[config.mk]
export PLATFORM = sky130hd
export DESIGN_NAME = nrz_to_biphase
export DESIGN_NICKNAME = d
export VERILOG_FILES = /design/src/rtl/nrz_to_biphase.sv
export SDC_FILE = /design/constraint.sdc
export NUM_CORES = 1
export LEC_CHECK = 0
export CORE_AREA = 2 2 39 41
export CTS_BUF_LIST = sky130_fd_sc_hd__clkbuf_8
export DETAILED_ROUTE_END_ITERATION = 6
export DIE_AREA = 0 0 41 43
export PLACE_DENSITY = 0.66
export SYNTH_ARGS = -nofsm -noshare
export SYNTH_HDL_FRONTEND = slang
export SYNTH_SLANG_ARGS = --single-unit
[constraint.sdc]
create_clock -name clk -period 1.5 [get_ports clk]
set_input_delay 0.3 -clock clk [delete_from_list [all_inputs] [get_ports clk]]
set_output_delay 0.3 -clock clk [all_outputs]
set_load 0.005 [all_outputs]
[src/rtl/nrz_to_biphase.sv]
// NRZ to NRZ-L / Biphase-L/M/S line encoder with hard and signed soft symbol outputs.
// Optional PN15 data source enabled by defining NRZ2BP_PN15_EN (adds pn_sel input).
module nrz_to_biphase #(
    parameter int SOFT_W   = 3,
    parameter int SOFT_MAG = 3
) (
    input  logic                     clk,
    input  logic                     rs,
    input  logic                     half_clk_en,
    input  logic [1:0]               mode,
    input  logic                     invert,
    input  logic                     bit_valid,
    input  logic                     bit_in,
`ifdef NRZ2BP_PN15_EN
    input  logic                     pn_sel,
`endif
    output logic                     bit_ready,
    output logic                     sym_out,
    output logic signed [SOFT_W-1:0] sym_soft,
    output logic                     sym_en,
    output logic                     first_half,
    output logic                     underflow,
    input  logic                     clr_underflow
);

    localparam logic PH_FIRST  = 1'b1;
    localparam logic PH_SECOND = 1'b0;

    localparam logic [1:0] M_NRZL = 2'b00;
    localparam logic [1:0] M_BPL  = 2'b01;
    localparam logic [1:0] M_BPM  = 2'b10;
    localparam logic [1:0] M_BPS  = 2'b11;

    localparam logic signed [SOFT_W-1:0] SOFT_POS = SOFT_W'(SOFT_MAG);
    localparam logic signed [SOFT_W-1:0] SOFT_NEG = SOFT_W'(-SOFT_MAG);

    logic       phase;
    logic       hold_full;
    logic       hold_bit;
    logic       cur_bit;
    logic [1:0] mode_r;
    logic       lvl;
    logic       pn_active;
    logic       boundary;
    logic       accept;
    logic       src_bit;
    logic       starve;
    logic       enc_bit;
    logic       nxt_lvl;

`ifdef NRZ2BP_PN15_EN
    logic [14:0] lfsr;
    assign pn_active = pn_sel;
`else
    assign pn_active = 1'b0;
`endif

    assign boundary  = half_clk_en & (phase == PH_SECOND);
    assign bit_ready = ~hold_full & ~pn_active;
    assign accept    = bit_valid & bit_ready;
    assign sym_out   = lvl;

    always_comb begin
        src_bit = 1'b0;
        starve  = 1'b0;
        if (pn_active) begin
`ifdef NRZ2BP_PN15_EN
            src_bit = lfsr[14];
`endif
        end else if (hold_full) begin
            src_bit = hold_bit;
        end else if (bit_valid) begin
            src_bit = bit_in;
        end else begin
            starve = 1'b1;
        end
        enc_bit = src_bit ^ invert;
    end

    // Bit start uses the freshly sampled mode; mid-bit uses the mode latched at the boundary.
    always_comb begin
        nxt_lvl = lvl;
        if (boundary) begin
            case (mode)
                M_NRZL, M_BPL: nxt_lvl = enc_bit;
                default:       nxt_lvl = ~lvl;
            endcase
        end else begin
            case (mode_r)
                M_NRZL:  nxt_lvl = cur_bit;
                M_BPL:   nxt_lvl = ~cur_bit;
                M_BPM:   nxt_lvl = cur_bit ? ~lvl : lvl;
                M_BPS:   nxt_lvl = cur_bit ? lvl : ~lvl;
                default: nxt_lvl = lvl;
            endcase
        end
    end

    always_ff @(posedge clk) begin
        if (rs) begin
            phase      <= PH_SECOND;
            hold_full  <= 1'b0;
            hold_bit   <= 1'b0;
            cur_bit    <= 1'b0;
            mode_r     <= M_NRZL;
            lvl        <= 1'b0;
            sym_soft   <= '0;
            sym_en     <= 1'b0;
            first_half <= 1'b0;
            underflow  <= 1'b0;
        end else begin
            sym_en <= half_clk_en;
            if (half_clk_en) begin
                lvl        <= nxt_lvl;
                sym_soft   <= nxt_lvl ? SOFT_POS : SOFT_NEG;
                first_half <= boundary;
                phase      <= boundary ? PH_FIRST : PH_SECOND;
            end
            if (boundary) begin
                cur_bit <= enc_bit;
                mode_r  <= mode;
            end
            // Accept on a boundary with an empty hold is the bypass path: the bit is encoded directly.
            if (boundary && !pn_active && hold_full) begin
                hold_full <= 1'b0;
            end else if (accept && !boundary) begin
                hold_full <= 1'b1;
                hold_bit  <= bit_in;
            end
            if (boundary && starve) begin
                underflow <= 1'b1;
            end else if (clr_underflow) begin
                underflow <= 1'b0;
            end
        end
    end

`ifdef NRZ2BP_PN15_EN
    always_ff @(posedge clk) begin
        if (rs) begin
            lfsr <= '1;
        end else if (boundary && pn_active) begin
            lfsr <= {lfsr[13:0], lfsr[14] ^ lfsr[13]};
        end
    end
`endif

endmodule

Word level (Yosys, flattened, before mapping)
Index checks and enable logic that the tools add are counted.
{ "classes": {"eq_ne": 4, "n_bitwise": 8, "muxes": 13, "n_reduce_logical": 10} }
{ "op_table": {"columns": ["op", "n"], "rows": [
  ["1-bit 2-to-1 mux", 11],
  ["1-bit inverter", 5],
  ["2-bit by 1-bit equality test with 1-bit output, second input constant", 2],
  ["2-bit equality test, second input constant", 2],
  ["2-bit zero test", 2],
  ["1-bit case mux with 4 select lines", 1],
  ["2-bit OR reduction", 2],
  ["1-bit logical AND", 3],
  ["3-bit 2-to-1 mux", 1],
  ["1-bit bitwise AND", 2],
  ["2-bit AND reduction", 1],
  ["2-bit nonzero test", 1],
  ["1-bit zero test", 1],
  ["1-bit bitwise XOR", 1]
]} }
{ "totals": {"regBits": 13, "out_inout_bits": 8, "word_cells": 45} }

Depth between registers and ports, before layout
Gate-level depths: netlist of run 1.
{ "logic_depth": {"ltp_word": 6, "mapped_depth": 4} }

Least setup slack after synthesis of run 1
OpenSTA, ideal clock, no wires.
{ "synth_timing": {"path_type": "register to register", "startpoint": "register hold_full", "endpoint": "register sym_soft[2]", "path_buffers": 0, "setup_ns": 0.133, "path_stages_with_launch": 5, "arrival_time_ns": 1.016, "period_less_slack_ns": 1.150, "slack_ns": 0.350, "path_cell_list": "dfxtp_1 -> and3b_1 -> o21a_1 -> o31ai_2 -> a311oi_1"} }
{ "synth_between": {"elab_chain_cells": 5} }
{ "synth_rtl": {"columns": ["element", "line_no", "rtl"], "rows": [
  ["from (decl)", "38", "logic hold_full;"],
  ["from (signal assigned)", "102", "hold_full <= 1'b0;"],
  ["from (signal assigned)", "125", "hold_full <= 1'b0;"],
  ["from (signal assigned)", "127", "hold_full <= 1'b1;"],
  ["1-bit 2-to-1 mux", "70", "end else if (hold_full) begin"],
  ["1-bit bitwise XOR", "77", "enc_bit = src_bit ^ invert;"],
  ["1-bit 2-to-1 mux", "84", "case (mode)"],
  ["1-bit 2-to-1 mux", "83", "if (boundary) begin"],
  ["3-bit 2-to-1 mux", "115", "sym_soft <= nxt_lvl ? SOFT_POS : SOFT_NEG;"],
  ["to (signal assigned)", "115", null],
  ["to (decl)", "19", "output logic signed [SOFT_W-1:0] sym_soft,"]
]} }
Every way passes these cells.
A chain may end at the register's enable or synchronous reset.

Final worst setup path of run 1
{ "layout_timing": {"startpoint": "register first_half", "endpoint": "output first_half"} }
{ "layout_lines": {"columns": ["element", "line_no", "rtl"], "rows": [
  ["from (decl)", "21", "output logic first_half,"],
  ["from (signal assigned)", "116", "first_half <= boundary;"]
]} }
No word-level cell between the ends.

==> out/results.txt, run 1 <==
Critical Path Sink Type: output port
status: completed
count of buffers from port buffering: 16
count of non-filler cells in the finished layout: 90
number of library cell types mapped by synthesis: 23
TritonCTS clock tree: done
number of synthesized register bits: 11
number of antenna cells inserted: 0
CTS Hold Bufs: 0
endpoint of the worst hold path: mode_r[1]
detailed-route wire length: 1022 um
Reg-to-Reg Start: hold_full
start point of the critical path: first_half
PwrDens: 1057 mW/mm^2
arrival time of the worst setup path: 1.16 ns
critical register-to-register path endpoint: sym_soft[2]
shortest clock period the worst path allows after layout: 1.457 ns
maximum number of pins on one net before global-route repair: 10
synthesized area: 466.7 sq um
effective utilization at floorplan: 33.73%
antenna-violating nets left: 0
via count of the first global-routing pass: 423
placement row count: 14
top-level I/O count: 17
Die Height: 43 um
detailed-route wire length per cell: 11.36 um
Initial DRC Count: 2
number of standard cells after synthesis: 52
family with the most delay on the worst path: buffers and inverters
Pleak: 0.2782 nW
path category of the worst min-delay check: register to register
startpoint kind of the worst setup timing path: register
number of cells on the worst hold path: 2
antenna violations before repair: 0
final clock skew: 0.001880 ns
combined buffer and inverter count along the critical path: 1
Overflow after GRT: 0
beginning of the worst hold path: mode_r[1]
Synth Area per Inst: 8.975 sq um
residual DRC count: 0
Max Cap Violations: 0
number of buffers added by the clock tree synthesis step: 3
maximum clock frequency: 686.4 MHz
number of synthesized flops with an enable pin: 0
Worst Hold Slack: 0.4567 ns
cell breakdown of the critical path: clkdlybuf4s50_1
CTS Root Buffer Type: sky130_fd_sc_hd__clkbuf_8
required time of the worst setup path: 1.20 ns
commonest register cell after synthesis: sky130_fd_sc_hd__dfxtp_1
library cell with the highest instance count after synthesis: sky130_fd_sc_hd__dfxtp_1
Max rail drop VDD: 0.0004507 V
setup slack, reg-to-reg: 0.28 ns
NumNets Final: 84
number of buffers on the longest clock path: 2
Syn-to-layout area delta: 52.55%
HPWL Detailed: 737.3 um
cell taking the most area after synthesis: sky130_fd_sc_hd__dfxtp_1
commonest cells in the netlist: 11 x sky130_fd_sc_hd__dfxtp_1, 6 x sky130_fd_sc_hd__nand2_1, 6 x sky130_fd_sc_hd__nor2_1
number of endpoints with negative hold slack in the final report: 0
global-route wire length before repair: 1725 um
area share of the largest cell type after synthesis: 47.18%
global placement routability congestion: 0.6498
post-route fraction of the period consumed by the critical path: 97.12%
per-cell via count in the routed design: 4.667
largest cells by area after synthesis: sky130_fd_sc_hd__dfxtp_1 47%, sky130_fd_sc_hd__nand2_1 4.8%, sky130_fd_sc_hd__nor2_1 4.8%
slew at the pin with the worst max-slew slack: 0.3292 ns
Max stage delay cell, worst path: sky130_fd_sc_hd__clkdlybuf4s50_1
clock slew at the register clock pins of the worst setup and hold paths: 0.05 ns
Critical Path Fanout Max: 5
Slew Limit Headroom: 77.77%
width of the chip: 41 um
placed insts: 86
placeable core region: 0.001384 sq mm
combined global-route utilization of all metal layers: 14.87%
net count after synthesis: 61
H-tree levels: 1
share of synthesized registers carrying an async set or reset: 0%
die outline area: 0.001763 sq mm
unrepaired setup endpoints after global routing: no
Crit Path Category: register to output port
largest stage delay on the critical path: 0.53 ns
clk_lat worst skew: 0.24 ns
number of clock sinks: 11
number of failing setup endpoints in the final timing report: 0
max-slew violation count: 0
Yosys warning total: 0
number of optimization iterations in the first detailed-route pass: 4
cell count of the worst reg-to-reg path: 4
sequential cell area fraction in the yosys report: 47.18%
via total after detailed routing: 420
layout cells sized above 1: 16.22%
report_power, final:
group / total [W] / internal, W / switching (W)
clock network: 0.000296 / 0.000180 / 0.000116
registers: 0.000328 / 0.000314 / 0.0000138
logic: 0.000129 / 0.0000790 / 0.0000504
total: 0.000753 / 0.000573 / 0.000180
worst max path at each step:
stage,end,slack [ns],cells after the start
2_1_floorplan,sym_soft[2],0.35,4
3_3_place_gp,sym_soft[2],-0.07,5
3_5_place_dp,sym_soft[2],-0.09,5
4_1_cts,sym_out,0.04,1
5_1_grt,first_half,0.008,1
6_report,first_half,0.04,1
cell families (layout without fill, tap and decap cells):
logic type | Yosys count | in the layout | synth area share (%)
xor gates and xnor gates | 2 | 2 | 3.754
AOI/OAI and AO/OA | 10 | 10 | 16.09
muxes | 1 | 1 | 2.145
buffers and inverters | 4 | 26 | 4.022
and+or+nand+nor | 24 | 24 | 26.81
DFF | 11 | 11 | 47.18
flip-flops by register name (all words and copies together) (netlist names):
signal and count:
hold_full 1, mode_r 2, underflow 1, cur_bit 1, sym_soft 3, first_half 1
sym_en 1, hold_bit 1
layer usage:
metal	wire length (um)	global-route usage, %
met3	16	1.571
met2	565	23.44
met5	0	0
met4	0	14.00
met1	441	15.81
stage by stage:
stage,setup slack [ns],total power [W],TNS (ns),area [sq um],utilization (%)
3_5_place_dp,-0.09097,0.0004621,-0.1502,665.6,48.10
2_1_floorplan,0.3503,0.0003897,0,466.7,-
4_1_cts,0.04401,0.0007614,0,710.7,51.36
5_1_grt,0.007866,0.0007919,0,711.9,51.45
3_3_place_gp,-0.07306,0.0004599,-0.1233,665.6,48.10
6_report,0.04320,0.0007528,0,711.9,51.45
placed cells by master (no fill, tap or decap):
cell,netlist,final
sky130_fd_sc_hd__a21oi_1,4,4
sky130_fd_sc_hd__a21oi_2,1,1
sky130_fd_sc_hd__a311oi_1,1,1
sky130_fd_sc_hd__a31o_1,1,1
sky130_fd_sc_hd__and2_2,1,1
sky130_fd_sc_hd__and3b_1,1,1
sky130_fd_sc_hd__buf_4,1,4
sky130_fd_sc_hd__clkbuf_8,0,3
sky130_fd_sc_hd__clkdlybuf4s50_1,0,16
sky130_fd_sc_hd__dfxtp_1,11,10
sky130_fd_sc_hd__dfxtp_2,0,1
sky130_fd_sc_hd__inv_1,2,3
sky130_fd_sc_hd__mux2i_1,1,1
sky130_fd_sc_hd__nand2_1,6,6
sky130_fd_sc_hd__nand2b_1,2,2
sky130_fd_sc_hd__nand3_1,1,1
sky130_fd_sc_hd__nand3b_1,1,1
sky130_fd_sc_hd__nor2_1,6,6
sky130_fd_sc_hd__nor2b_1,3,3
sky130_fd_sc_hd__nor3_1,2,2
sky130_fd_sc_hd__nor3_2,1,1
sky130_fd_sc_hd__o21a_1,1,1
sky130_fd_sc_hd__o31ai_2,1,1
sky130_fd_sc_hd__o41ai_1,1,1
sky130_fd_sc_hd__xnor2_1,2,2
cell type report:
| type | instances | area (sq um) |
|---|---|---|
| clock buffer | 3 | 41.29 |
| clock inverter | 1 | 3.754 |
| fill | 161 | 671.9 |
| inverter | 2 | 7.507 |
| multi-input combinational | 37 | 227.7 |
| sequential | 11 | 221.5 |
| tap | 16 | 20.02 |
| timing repair buffer | 20 | 190.2 |
repair_timing:
action / CTS / global route
setup endpoints to repair: 0 / 1
gates resized for setup: 0 / 1
endpoints found under the hold margin: 0 / 0
buffers inserted: 0 / 0
(Power assumes the default switching activity.)
==> run 2: changes to the inputs <==
--- a/config.mk
+++ b/config.mk
@@ -5,10 +5,10 @@
 export SDC_FILE = /design/constraint.sdc
 export NUM_CORES = 1
 export LEC_CHECK = 0
-export CORE_AREA = 2 2 39 41
+export CORE_AREA = 8 8 45 47
 export CTS_BUF_LIST = sky130_fd_sc_hd__clkbuf_8
 export DETAILED_ROUTE_END_ITERATION = 6
-export DIE_AREA = 0 0 41 43
+export DIE_AREA = 0 0 53 55
 export PLACE_DENSITY = 0.66
 export SYNTH_ARGS = -nofsm -noshare
 export SYNTH_HDL_FRONTEND = slang
==> out/results.txt, run 2 (same netlist as run 1, synthesis figures left out) <==
residual DRC count: 0
global placement routability congestion: 0.7009
number of failing setup endpoints in the final timing report: 0
placement row count: 14
Reg-to-Reg Start: hold_full
die outline area: 0.002915 sq mm
largest stage delay on the critical path: 0.50 ns
Area after DPL: 688.2 sq um
layout cells sized above 1: 19.48%
start point of the critical path: hold_full
CTS Hold Bufs: 0
Max stage delay cell, worst path: sky130_fd_sc_hd__clkdlybuf4s50_1
PwrDens: 1043 mW/mm^2
Critical path destination: bit_ready
path category of the worst min-delay check: register to register
critical register-to-register path endpoint: sym_soft[2]
clk_lat worst skew: 0.25 ns
commonest cells after routing, fill and taps aside: 16 x sky130_fd_sc_hd__clkdlybuf4s50_1, 10 x sky130_fd_sc_hd__dfxtp_1, 7 x sky130_fd_sc_hd__buf_4, 6 x sky130_fd_sc_hd__nand2_1, 6 x sky130_fd_sc_hd__nor2_1
number of clock sinks: 11
per-cell via count in the routed design: 4.699
global routing met1 resource utilization: 9.049%
detailed-route wire length per cell: 12.62 um
final clock skew: 0.007264 ns
HPWL Detailed: 863.9 um
Initial DRC Count: 16
cell breakdown of the critical path: inv_1 > clkdlybuf4s50_1
H-tree levels: 1
placeable core region: 0.001384 sq mm
peak-usage layer in the global routing report: met2
final total power: 0.0007660 W
post-route fraction of the period consumed by the critical path: 95.61%
number of buffers added by the clock tree synthesis step: 3
status: completed
CTS Root Buffer Type: sky130_fd_sc_hd__clkbuf_8
top flop regs: sym_soft: 3 flops, mode_r: 2 flops
Worst Hold Slack: 0.4528 ns
cell area after layout: 734.5 sq um
Overflow after GRT: 0
via total after detailed routing: 437
required time of the worst setup path: 1.20 ns
most common library cell in the layout ignoring fill and taps: sky130_fd_sc_hd__clkdlybuf4s50_1
Crit Path Category: register to output port
maximum number of pins on one net before global-route repair: 8
TritonCTS clock tree: done
antenna violations before repair: 0
Syn-to-layout area delta: 57.37%
number of antenna cells inserted: 0
number of endpoints with negative hold slack in the final report: 0
maximum clock frequency: 697.3 MHz
startpoint kind of the worst setup timing path: register
fill cell instance count of the final layout: 136
combined global-route utilization of all metal layers: 9.101%
count of buffers from port buffering: 16
number of buffers on the longest clock path: 2
Max Cap Violations: 0
Die Height: 55 um
shortest clock period the worst path allows after layout: 1.434 ns
setup slack, reg-to-reg: 0.26 ns
core occupancy in the finished layout: 53.07%
met2 global-route usage: 14.84%
cell count of the worst reg-to-reg path: 4
register bank with the most flops: sym_soft
unrepaired setup endpoints after global routing: no
number of optimization iterations in the first detailed-route pass: 4
width of the chip: 53 um
Critical Path Fanout Max: 4
via count of the first global-routing pass: 443
number of cells on the worst hold path: 2
Critical Path Sink Type: output port
Sum Neg Setup Slack: 0 ns
NumNets Final: 87
Slew Limit Headroom: 79.09%
max-slew violation count: 0
Pleak: 0.2925 nW
antenna-violating nets left: 0
top-level I/O count: 17
clock slew at the register clock pins of the worst setup and hold paths: 0.06 ns
met3 Track Usage GR: 3.476%
global-route wire length before repair: 1904 um
slew at the pin with the worst max-slew slack: 0.3130 ns
number of flip-flops under the largest register name: 3
detailed-route wire length: 1174 um
arrival time of the worst setup path: 1.13 ns
effective utilization at floorplan: 33.73%
Max rail drop VDD: 0.0005565 V
[run 2: cell count changes in the layout (fill, tap and decap cells not counted), sizes merged]
cell | before | now
buf | 4 | 7
[run 2: how the worst min path moves through the flow]
| stage | start | to | slack (ns) |
|---|---|---|---|
| 2_1_floorplan | rs | sym_en | 0.38 |
| 6_report | mode_r[1] | mode_r[1] | 0.45 |
| 4_1_cts | mode_r[1] | mode_r[1] | 0.46 |
| 5_1_grt | mode_r[1] | mode_r[1] | 0.48 |
| 3_3_place_gp | mode_r[1] | mode_r[1] | 0.44 |
| 3_5_place_dp | mode_r[1] | mode_r[1] | 0.45 |
[run 2: power breakdown]
| group | internal (W) | switching (W) |
|---|---|---|
| Clock | 0.000180 | 0.000121 |
| Sequential | 0.000314 | 0.0000127 |
| Combinational | 0.0000846 | 0.0000536 |
| Total | 0.000578 | 0.000187 |
[run 2: per-stage QoR]
stage          cells  worst slack, ns
6_report          93          0.06589
5_1_grt           93          0.01571
4_1_cts           93          0.03229
3_5_place_dp      89          -0.1122
3_3_place_gp      89         -0.06890
2_1_floorplan     52           0.3503
[run 2: layout make-up]
cell class	instances	area [sq um]	area share [%]
clock buffers	3	41.29	5.622
well taps	16	20.02	2.726
flip-flops and latches	11	221.5	30.15
repair buffers	23	212.7	28.96
clock inverters	1	3.754	0.5111
inverters	2	7.507	1.022
multi-input cells	37	227.7	31.01
[run 2: repair_timing]
action	in CTS	in global routing
resized for setup	0	1
setup endpoints to repair	0	1
buffers inserted	0	0
endpoints found under the hold margin	0	0
[run 2: critical path: cells and delay by family, from the launching register on]
kind / cells / cell delay, ns
buffers and inverters: 2 / 0.57
flip-flops: 1 / 0.32
[run 2: layer usage]
layer,vias to the layer above,part of all wire [%]
met1,196,42
met4,0,2.6
met2,11,49
li1,227,-
met5,-,0
met3,3,6.4
==> run 3: changes to the inputs <==
--- a/config.mk
+++ b/config.mk
@@ -5,11 +5,12 @@
 export SDC_FILE = /design/constraint.sdc
 export NUM_CORES = 1
 export LEC_CHECK = 0
-export CORE_AREA = 8 8 45 47
+export CORE_AREA = 2 2 39 41
 export CTS_BUF_LIST = sky130_fd_sc_hd__clkbuf_8
 export DETAILED_ROUTE_END_ITERATION = 6
-export DIE_AREA = 0 0 53 55
+export DIE_AREA = 0 0 41 43
 export PLACE_DENSITY = 0.66
+export SLEW_MARGIN = 20
 export SYNTH_ARGS = -nofsm -noshare
 export SYNTH_HDL_FRONTEND = slang
 export SYNTH_SLANG_ARGS = --single-unit
==> results of run 3 <==
No change in the layout: final DEF, timing and power equal those of run 1.
